## src/rtl/pipe_ctrl_pkg.sv

```systemverilog
// Shared definitions for the pipeline run-control and interlock logic.
package pipe_ctrl_pkg;

  localparam int unsigned NREG   = 8;
  localparam int unsigned RA_W   = 3;
  localparam int unsigned INSN_W = 16;

  // Instruction word loaded into ID_EX when a bubble is injected
  localparam logic [INSN_W-1:0] NOP_INSN = 16'h0000;

  typedef enum logic [1:0] {
    StHalt = 2'd0,
    StRun  = 2'd1,
    StStep = 2'd2
  } run_state_e;

endpackage

```

## src/rtl/pipe_scoreboard.sv

```systemverilog
// Per-register count of in-flight writes: issued at ID->EX, retired at WB.
module pipe_scoreboard #(
  parameter int unsigned NREG      = 8,
  parameter int unsigned RA_W      = 3,
  parameter int unsigned CNT_W     = 2,
  parameter bit          WB_BYPASS = 1'b1
) (
  input  logic            clk_i,
  input  logic            rst_ni,
  input  logic            issue_wr_i,
  input  logic [RA_W-1:0] issue_addr_i,
  input  logic            wb_wr_en_i,
  input  logic [RA_W-1:0] wb_addr_i,
  input  logic [RA_W-1:0] rd1_addr_i,
  input  logic [RA_W-1:0] rd2_addr_i,
  output logic            rd1_ready_o,
  output logic            rd2_ready_o,
  output logic            wr_full_o,
  output logic            sb_err_o
);
  import pipe_ctrl_pkg::*;

  localparam logic [CNT_W-1:0] CntMax = {CNT_W{1'b1}};
  localparam logic [CNT_W-1:0] CntOne = CNT_W'(1);

  logic [CNT_W-1:0] cnt_q [NREG];
  logic [CNT_W-1:0] cnt_d [NREG];
  logic [NREG-1:0]  retire, ready, inc, dec;
  logic             err_q, err_d;

  always_comb begin
    err_d = err_q;
    for (int unsigned r = 0; r < NREG; r++) begin
      retire[r] = wb_wr_en_i && (wb_addr_i == RA_W'(r));
      // With write-before-read the last outstanding write lands in time for ID
      ready[r]  = (cnt_q[r] == '0) || (WB_BYPASS && retire[r] && (cnt_q[r] == CntOne));
      inc[r]    = issue_wr_i && (issue_addr_i == RA_W'(r));
      dec[r]    = retire[r] && (cnt_q[r] != '0);
      cnt_d[r]  = cnt_q[r];
      if (inc[r] && !dec[r] && (cnt_q[r] != CntMax)) begin
        cnt_d[r] = cnt_q[r] + CntOne;
      end else if (dec[r] && !inc[r]) begin
        cnt_d[r] = cnt_q[r] - CntOne;
      end
      if (retire[r] && (cnt_q[r] == '0)) begin
        err_d = 1'b1;
      end
    end
  end

  always_ff @(posedge clk_i) begin
    if (!rst_ni) begin
      for (int unsigned r = 0; r < NREG; r++) begin
        cnt_q[r] <= '0;
      end
      err_q <= 1'b0;
    end else begin
      cnt_q <= cnt_d;
      err_q <= err_d;
    end
  end

  assign rd1_ready_o = ready[rd1_addr_i];
  assign rd2_ready_o = ready[rd2_addr_i];
  assign wr_full_o   = (cnt_q[issue_addr_i] == CntMax);
  assign sb_err_o    = err_q;

endmodule

```

## src/rtl/pipe_hazard_ctrl.sv

```systemverilog
// RAW interlock plus RUN/HALT/STEP debug control for the 5-stage pipeline front end.
module pipe_hazard_ctrl #(
  parameter int unsigned NREG      = pipe_ctrl_pkg::NREG,
  parameter int unsigned RA_W      = pipe_ctrl_pkg::RA_W,
  parameter int unsigned CNT_W     = 2,
  parameter bit          WB_BYPASS = 1'b1,
  parameter bit          START_RUN = 1'b1,
  parameter int unsigned STALL_W   = 16
) (
  input  logic               clk,
  input  logic               rst,
  input  logic               run_req,
  input  logic               halt_req,
  input  logic               step_req,
  input  logic               id_valid,
  input  logic               id_use1,
  input  logic               id_use2,
  input  logic [RA_W-1:0]    id_read1_addr,
  input  logic [RA_W-1:0]    id_read2_addr,
  input  logic               id_wr_en,
  input  logic [RA_W-1:0]    id_write_addr,
  input  logic               wb_wr_en,
  input  logic [RA_W-1:0]    wb_write_addr,
  output logic               pc_en,
  output logic               if_id_en,
  output logic               id_ex_bubble,
  output logic               issue,
  output logic [1:0]         state,
  output logic [STALL_W-1:0] stall_cnt,
  output logic               sb_err
);
  import pipe_ctrl_pkg::*;

  run_state_e         state_q, state_d;
  logic [STALL_W-1:0] stall_q, stall_d;
  logic               rd1_ready, rd2_ready, wr_full;
  logic               hazard, permit, adv;

  pipe_scoreboard #(
    .NREG      (NREG),
    .RA_W      (RA_W),
    .CNT_W     (CNT_W),
    .WB_BYPASS (WB_BYPASS)
  ) u_scoreboard (
    .clk_i        (clk),
    .rst_ni       (rst),
    .issue_wr_i   (issue & id_wr_en),
    .issue_addr_i (id_write_addr),
    .wb_wr_en_i   (wb_wr_en),
    .wb_addr_i    (wb_write_addr),
    .rd1_addr_i   (id_read1_addr),
    .rd2_addr_i   (id_read2_addr),
    .rd1_ready_o  (rd1_ready),
    .rd2_ready_o  (rd2_ready),
    .wr_full_o    (wr_full),
    .sb_err_o     (sb_err)
  );

  assign hazard = id_valid & ((id_use1 & ~rd1_ready) | (id_use2 & ~rd2_ready) |
                              (id_wr_en & wr_full));
  assign permit = (state_q != StHalt);
  assign adv    = permit & ~hazard;

  assign pc_en        = adv;
  assign if_id_en     = adv;
  assign id_ex_bubble = ~adv | ~id_valid;
  assign issue        = adv & id_valid;
  assign state        = state_q;
  assign stall_cnt    = stall_q;

  always_comb begin
    state_d = state_q;
    if (halt_req) begin
      state_d = StHalt;
    end else begin
      case (state_q)
        StHalt: begin
          if (step_req) begin
            state_d = StStep;
          end else if (run_req) begin
            state_d = StRun;
          end
        end
        // Leave STEP only once a real instruction has gone through
        StStep:  if (issue) state_d = StHalt;
        StRun:   state_d = StRun;
        default: state_d = StHalt;
      endcase
    end
  end

  always_comb begin
    stall_d = stall_q;
    if (permit && hazard && (stall_q != {STALL_W{1'b1}})) begin
      stall_d = stall_q + 1'b1;
    end
  end

  always_ff @(posedge clk) begin
    if (!rst) begin
      state_q <= START_RUN ? StRun : StHalt;
      stall_q <= '0;
    end else begin
      state_q <= state_d;
      stall_q <= stall_d;
    end
  end

endmodule

```

## config.mk

```make
export PLATFORM = sky130hd
export DESIGN_NAME = pipe_hazard_ctrl
export DESIGN_NICKNAME = d
export VERILOG_FILES = /design/src/rtl/pipe_ctrl_pkg.sv /design/src/rtl/pipe_scoreboard.sv /design/src/rtl/pipe_hazard_ctrl.sv
export SDC_FILE = /design/constraint.sdc
export NUM_CORES = 1
export LEC_CHECK = 0
export BUFFER_PORTS_ARGS = -buffer_cell sky130_fd_sc_hd__buf_2
export CAP_MARGIN = 40
export CORE_MARGIN = 2
export CORE_UTILIZATION = 55
export CTS_BUF_LIST = sky130_fd_sc_hd__clkbuf_16
export DETAILED_ROUTE_END_ITERATION = 10
export HOLD_SLACK_MARGIN = 0.12
export PLACE_DENSITY = 0.77
export SLEW_MARGIN = 20
export SYNTH_ARGS = -nofsm -noshare
export SYNTH_HDL_FRONTEND = slang
export SYNTH_SLANG_ARGS = --single-unit
```

## constraint.sdc

```tcl
create_clock -name clk -period 8.4 [get_ports clk]
set_input_delay 1.68 -clock clk [delete_from_list [all_inputs] [get_ports clk]]
set_output_delay 1.68 -clock clk [all_outputs]
set_load 0.02 [all_outputs]
```

* Word-level counts from Yosys, hierarchy flattened
Index checks and enable logic that the tools add are counted.
** Operators by class
- Bitwise logic cells :: 17
- Order comparisons :: 3
- Add/subtract/negate cells :: 17
- Equality and inequality tests :: 38
- Multiplexer cells :: 36
- Reductions and logical operators :: 122
** Operator list (number)
- logical AND 1 bit :: 66
- two-way mux 2 bit :: 21
- nonzero test 2 bit :: 17
- == test 3 bit, second input constant :: 8
- == test 2 x 1 -> 1 bit, second input constant :: 9
- logical NOT 2 bit :: 9
- != test 2 bit, second input constant :: 9
- adder 16 x 1 -> 16 bit, second input constant :: 1
- adder 2 x 1 -> 2 bit, second input constant :: 8
- logical NOT 1 bit :: 16
- != test 16 bit, second input constant :: 1
- subtractor 2 x 1 -> 2 bit, second input constant :: 8
- == test 3 x 2 -> 1 bit, second input constant :: 4
- two-way mux 1 bit :: 11
- logical OR 1 bit :: 8
- less-than comparator 3 x 4 -> 1 bit, second input constant :: 2
- nonzero test 8 bit :: 1
- AND 1 bit :: 7
- binary-select mux 1 bit (select 3 bit) :: 2
- binary-select mux 2 bit (select 3 bit) :: 1
- == test 3 x 1 -> 1 bit, second input constant :: 2
- logical NOT 3 bit :: 2
- != test 3 bit, second input constant :: 2
- NOT 1 bit :: 6
- other kinds (8) :: 12
** Word-level totals
- Register bits after elaboration :: 35
- Word-level logic and storage cells :: 245

* Longest topological paths before layout
- Depth after elaboration :: 20
- Depth in mapped cells :: 11

* Cells and area by module
A second synthesis with hierarchy kept.
** Second synthesis, totals
- Cells, all modules :: 365
- Area, all modules :: 2989.1 um^2
** Modules (own cells, without submodules)
- pipe_scoreboard :: instances 1, seq. area each 340.3 um^2, cells each 245, area each 1986.9 um^2
- pipe_hazard_ctrl :: instances 1, seq. area each 360.3 um^2, cells each 120, area each 1002.2 um^2

* Worst setup path before layout
OpenSTA, ideal clock, no wires.
- Path kind :: input to output
- Start :: input wb_write_addr[0]
- End :: output pc_en
- Path slack :: 2827 ps
- Stages on the path :: 8
- Arrival time :: 3893 ps
- Required time :: 6720 ps
- Path buffers :: 2
- Cells stage by stage :: buf_4 nor4b_2 a211oi_1 mux4_2 and2_4 or3_1 a21oi_1 buf_4
** On the way
- Cells in the longest elaborated chain, start to end :: 13
** RTL lines
- start, declared :: line pipe_hazard_ctrl.sv:23 : input logic [RA_W-1:0] wb_write_addr,
- == test 3 x 1 -> 1 bit, or another cell as far along :: line pipe_scoreboard.sv:34 : retire[r] = wb_wr_en_i && (wb_addr_i == RA_W'(r));
- logical AND 1 bit :: line pipe_scoreboard.sv:34
- logical AND 1 bit :: line pipe_scoreboard.sv:36 : ready[r] = (cnt_q[r] == '0) || (WB_BYPASS && retire[r] && (cnt_q[r] == CntOne));
- logical OR 1 bit :: line pipe_scoreboard.sv:36
- binary-select mux 1 bit (select 3 bit) (on tied branches) :: line pipe_scoreboard.sv:63, pipe_scoreboard.sv:64
- two-way mux 1 bit (on tied branches) :: line pipe_scoreboard.sv:63, pipe_scoreboard.sv:64
- NOT 1 bit :: line pipe_hazard_ctrl.sv:59 : assign hazard = id_valid & ((id_use1 & ~rd1_ready) | (id_use2 & ~rd2_ready) |
- AND 1 bit :: line pipe_hazard_ctrl.sv:59
- bitwise OR 1 bit * (2 in series) :: line pipe_hazard_ctrl.sv:59
- AND 1 bit * :: line pipe_hazard_ctrl.sv:59
- NOT 1 bit * :: line pipe_hazard_ctrl.sv:62 : assign adv = permit & ~hazard;
- AND 1 bit * :: line pipe_hazard_ctrl.sv:62
- end, declared :: line pipe_hazard_ctrl.sv:24 : output logic pc_en,
Mark *: on every way between the ends. The rest lies on a longest branch, timed or not. The select of a mux whose other input is x is not followed.

* Final worst setup path
- Start :: input wb_write_addr[2]
- End :: output issue
** On the way
- Cells in the longest elaborated chain, start to end :: 14
** RTL lines
- == test 3 x 1 -> 1 bit, or another cell as far along :: line pipe_scoreboard.sv:34
- logical AND 1 bit :: line pipe_scoreboard.sv:34
- logical AND 1 bit :: line pipe_scoreboard.sv:36
- logical OR 1 bit :: line pipe_scoreboard.sv:36
- binary-select mux 1 bit (select 3 bit) (on tied branches) :: line pipe_scoreboard.sv:63, pipe_scoreboard.sv:64
- two-way mux 1 bit (on tied branches) :: line pipe_scoreboard.sv:63, pipe_scoreboard.sv:64
- NOT 1 bit :: line pipe_hazard_ctrl.sv:59
- AND 1 bit :: line pipe_hazard_ctrl.sv:59
- bitwise OR 1 bit * (2 in series) :: line pipe_hazard_ctrl.sv:59
- AND 1 bit * :: line pipe_hazard_ctrl.sv:59
- NOT 1 bit * :: line pipe_hazard_ctrl.sv:62
- AND 1 bit * :: line pipe_hazard_ctrl.sv:62
- AND 1 bit * :: line pipe_hazard_ctrl.sv:67 : assign issue = adv & id_valid;
- end, declared :: line pipe_hazard_ctrl.sv:27 : output logic issue,
Marked as above.

==> impl_metrics.ini <==
[route]
num_vias = 3072
postRouteAntennaNets = 0
viasPerCell = 6.194
drtPass1Iterations = 5
drt_iter0_drc = 290
drc_errors = 0
wl_per_cell_um = 15.79
drt-total-wl_um = 7832

[logic_synthesis]
syn_area_um2 = 3099
synth_enable_flop_cells = 0
postSynthAreaPerCell_um2 = 7.866
ys.flop_type = dfxtp_1
yosysTopAreaCell = dfxtp_1
syn_inst = 394
yosysWarnings = 0
synth_top_area_share_pct = 22.61
ys_types = 58
synthTopCellsByArea = dfxtp_1 23%, ha_1 10%, mux2i_1 7.4%, nand2_1 5.6%, a21oi_1 3.7%
async_reset_ff_share_pct = 0
synth_fp_nets = 441
synth-seq-cells = 35
ys_seq_area_share_pct = 22.61

[setup_path]
startpoint_type = input pin
cp_common_cell = buf_2
slowest_stage = mux4_2
path_max_fanout = 29
worstRegToRegCells = 8
arrival_ns = 3.89
crit_chain = buf_2 > nor4b_2 > a211oi_1 > mux4_2 > and2_4 > nor3_2 > buf_4 > nand2b_1 > inv_1 > buf_2
cp_slowest_stage_delay_ns = 0.54
cp.buffers_inverters = 4
crit_type = input pin to output port
worst-path-stages = 10
required_ns = 6.72
crit_path_end_kind = output port
crit_family = simple AND/OR/NAND/NOR gates

[clocking]
cts_root_buf = clkbuf_16
ctsHoldBuffers = 0
clock_path_buffers = 2
clock_latency_ns = 0.28
clkTransAtPathRegs_ns = 0.06
tritoncts = yes
cts_made_buffers = 5
cts_setup_buffers = 0
cts.repair.resized = 0
h-tree-depth = 2
clock-sinks = 35

[pwr]
seq_power_share_pct = 37.9
p_per_area_nw_per_um2 = 129.6
swShare_pct = 27.24
p_switching_w = 0.0001228
max-vdd-ir-drop_uv = 96.70
share_comb_of_total_power_pct = 13.4
p_int_w = 0.0003281
p_clk_share_pct = 48.7
p_leak_nw = 1.447

[sta]
hold_viol_final = 0
fmax_ghz = 0.1794
finalMaxSlewViolations = 0
period_needed_ns = 5.573
finalSetupTns_ns = 0
rsz0062_at_grt = false
clock_skew_ns = 0.002147
setup_viol_count_final = 0
max_slew_margin_pct = 44.98
final.period_utilization_pct = 66.35
worstMarginPinSlew_ns = 0.8125

[die]
fp.coreArea_um2 = 5473
chipHeight_um = 79.07
die_area_um2 = 6251
num_rows = 27
ios = 45
die_w_um = 79.07
start_util_pct = 56.63

[min_path]
hold_path.class = flip-flop to flip-flop
whs_path_depth = 2

[layout]
instances_no_fill = 496
syn_to_final_growth_pct = 12.23
drive_above_1_share_pct = 15.09
insertedDiodeCount = 0
fin_nets = 470
nFillCells = 488

[placed_design]
gp_congestion = 1.006
dp.cells = 488
hpwlAfterDp_um = 5890
port_buffers = 44

[global_routing]
grt_pass1_wl_um = 13120
grt_pass1_vias = 2802
grt_max_degree = 41
grt-ovfl-total = 0
antenna_found_initial = 0
track_usage_pct = 26.07

[run]
maxCapViolCount = 0

[outcome]
status = finished clean
[through the flow]
stage / hold WS, ns / area, um^2 / power [W] / util, % / setup slack, ns
floorplan: 0.4720 / 3099 / 0.0002169 / - / 2.827
global placement: 0.4605 / 3309 / 0.0002326 / 60.47 / 2.888
detailed placement: 0.4758 / 3309 / 0.0002337 / 60.47 / 2.842
CTS: 0.4855 / 3478 / 0.0004513 / 63.56 / 2.837
global route: 0.5073 / 3478 / 0.0004647 / 63.56 / 2.683
finish: 0.4811 / 3478 / 0.0004509 / 63.56 / 2.827
[cells in the final DEF (no fill, tap or decap), types with 4 or more instances in the layout]
cell type	n
nand2_1	46
buf_2	44
dfxtp_1	35
inv_1	28
ha_1	25
a21oi_1	23
mux2i_1	23
nor2_1	18
nand2b_1	16
nor3_1	14
nand3_1	13
a211oi_1	12
o21ai_0	11
and3_1	11
o31ai_1	9
or4_1	9
or3_1	6
o31a_1	6
o311ai_0	5
clkbuf_16	5
nand4_1	4
nor3b_1	4
[final timing paths]
| kind | startpoint | to | slack [ns] |
|---|---|---|---|
| max | wb_write_addr[2] | issue | 2.83 |
| min | stall_cnt[11] | stall_cnt[11] | 0.48 |
| max reg2reg | u_scoreboard.cnt_q[4] | stall_cnt[9] | 5.58 |
| min reg2reg | stall_cnt[11] | stall_cnt[11] | 0.48 |
[routing by layer]
| metal | vias up | GRT usage [%] | share of wire [%] |
|---|---|---|---|
| li1 | 1517 | - | - |
| met1 | 1446 | 37.28 | 48 |
| met2 | 102 | 41.10 | 45 |
| met3 | 7 | 4.091 | 6.1 |
| met4 | 0 | 6.379 | 0.98 |
| met5 | - | 0 | 0 |
[cell type report]
type	instances	area (um^2)	area share [%]
clock buffer	5	125.1	3.597
clock inverter	3	43.79	1.259
inverter	28	105.1	3.022
multi-input combinational	308	2186	62.84
sequential	35	700.7	20.14
tap	72	90.09	2.590
timing repair buffer	45	227.7	6.547
[logic make-up after synthesis]
| logic type | after synthesis | share of synthesized area, % |
|---|---|---|
| AND/OR/NAND/NOR | 169 | 30.97 |
| AO/OA/AOI/OAI | 88 | 20.23 |
| buffers and inverters | 51 | 6.863 |
| flip-flops | 35 | 22.61 |
| multiplexers | 26 | 9.245 |
| adder cells (fa/ha/maj) | 25 | 10.09 |
[synthesized netlist by cell type, types with 2 or more instances]
cell type  count
nor2b_1        3
and4bb_1       3
a311oi_1       2
inv_1         28
nor3_1        14
nor4_1         3
mux2i_1       23
nand3_1       13
mux4_2         2
and2_1         3
o211ai_1       2
o21ai_0       11
ha_1          25
nand3b_1       2
o41ai_1        3
a21oi_1       23
nand2b_1      16
or4_1          9
buf_2          5
o31a_1         6
or3_1          6
a221oi_1       2
o31ai_1        9
nand2_1       46
a31oi_1        2
buf_4          4
clkbuf_1      14
and3_1        11
a211oi_1      12
nor2_1        18
and4_1         2
nor3b_1        4
o311ai_0       5
nand4_1        4
dfxtp_1       35
nand4b_1       2
[sequential cells by signal, summed over array words and instances, names as in the netlist]
signal                 cells
u_scoreboard.sb_err_o      1
u_scoreboard.cnt_q        16
stall_cnt                 16
state                      2
[power groups by stage]
stage | logic, W | clock network [W] | registers (W)
2_1_floorplan | 0.0000414 | 0 | 0.000175
3_3_place_gp | 0.0000582 | 0 | 0.000174
3_5_place_dp | 0.0000593 | 0 | 0.000174
4_1_cts | 0.0000597 | 0.000221 | 0.000171
5_1_grt | 0.0000664 | 0.000227 | 0.000171
6_report | 0.0000606 | 0.000219 | 0.000171
[worst register-to-register path, delay by kind of cell, from the launching register on]
kind,cells,cell delay [ns]
AOI/OAI and AO/OA,4,1.40
buffers and inverters,2,0.36
DFF,1,0.39
and+or+nand+nor,2,0.60
No activity file was read; power rests on OpenSTA's default activity.
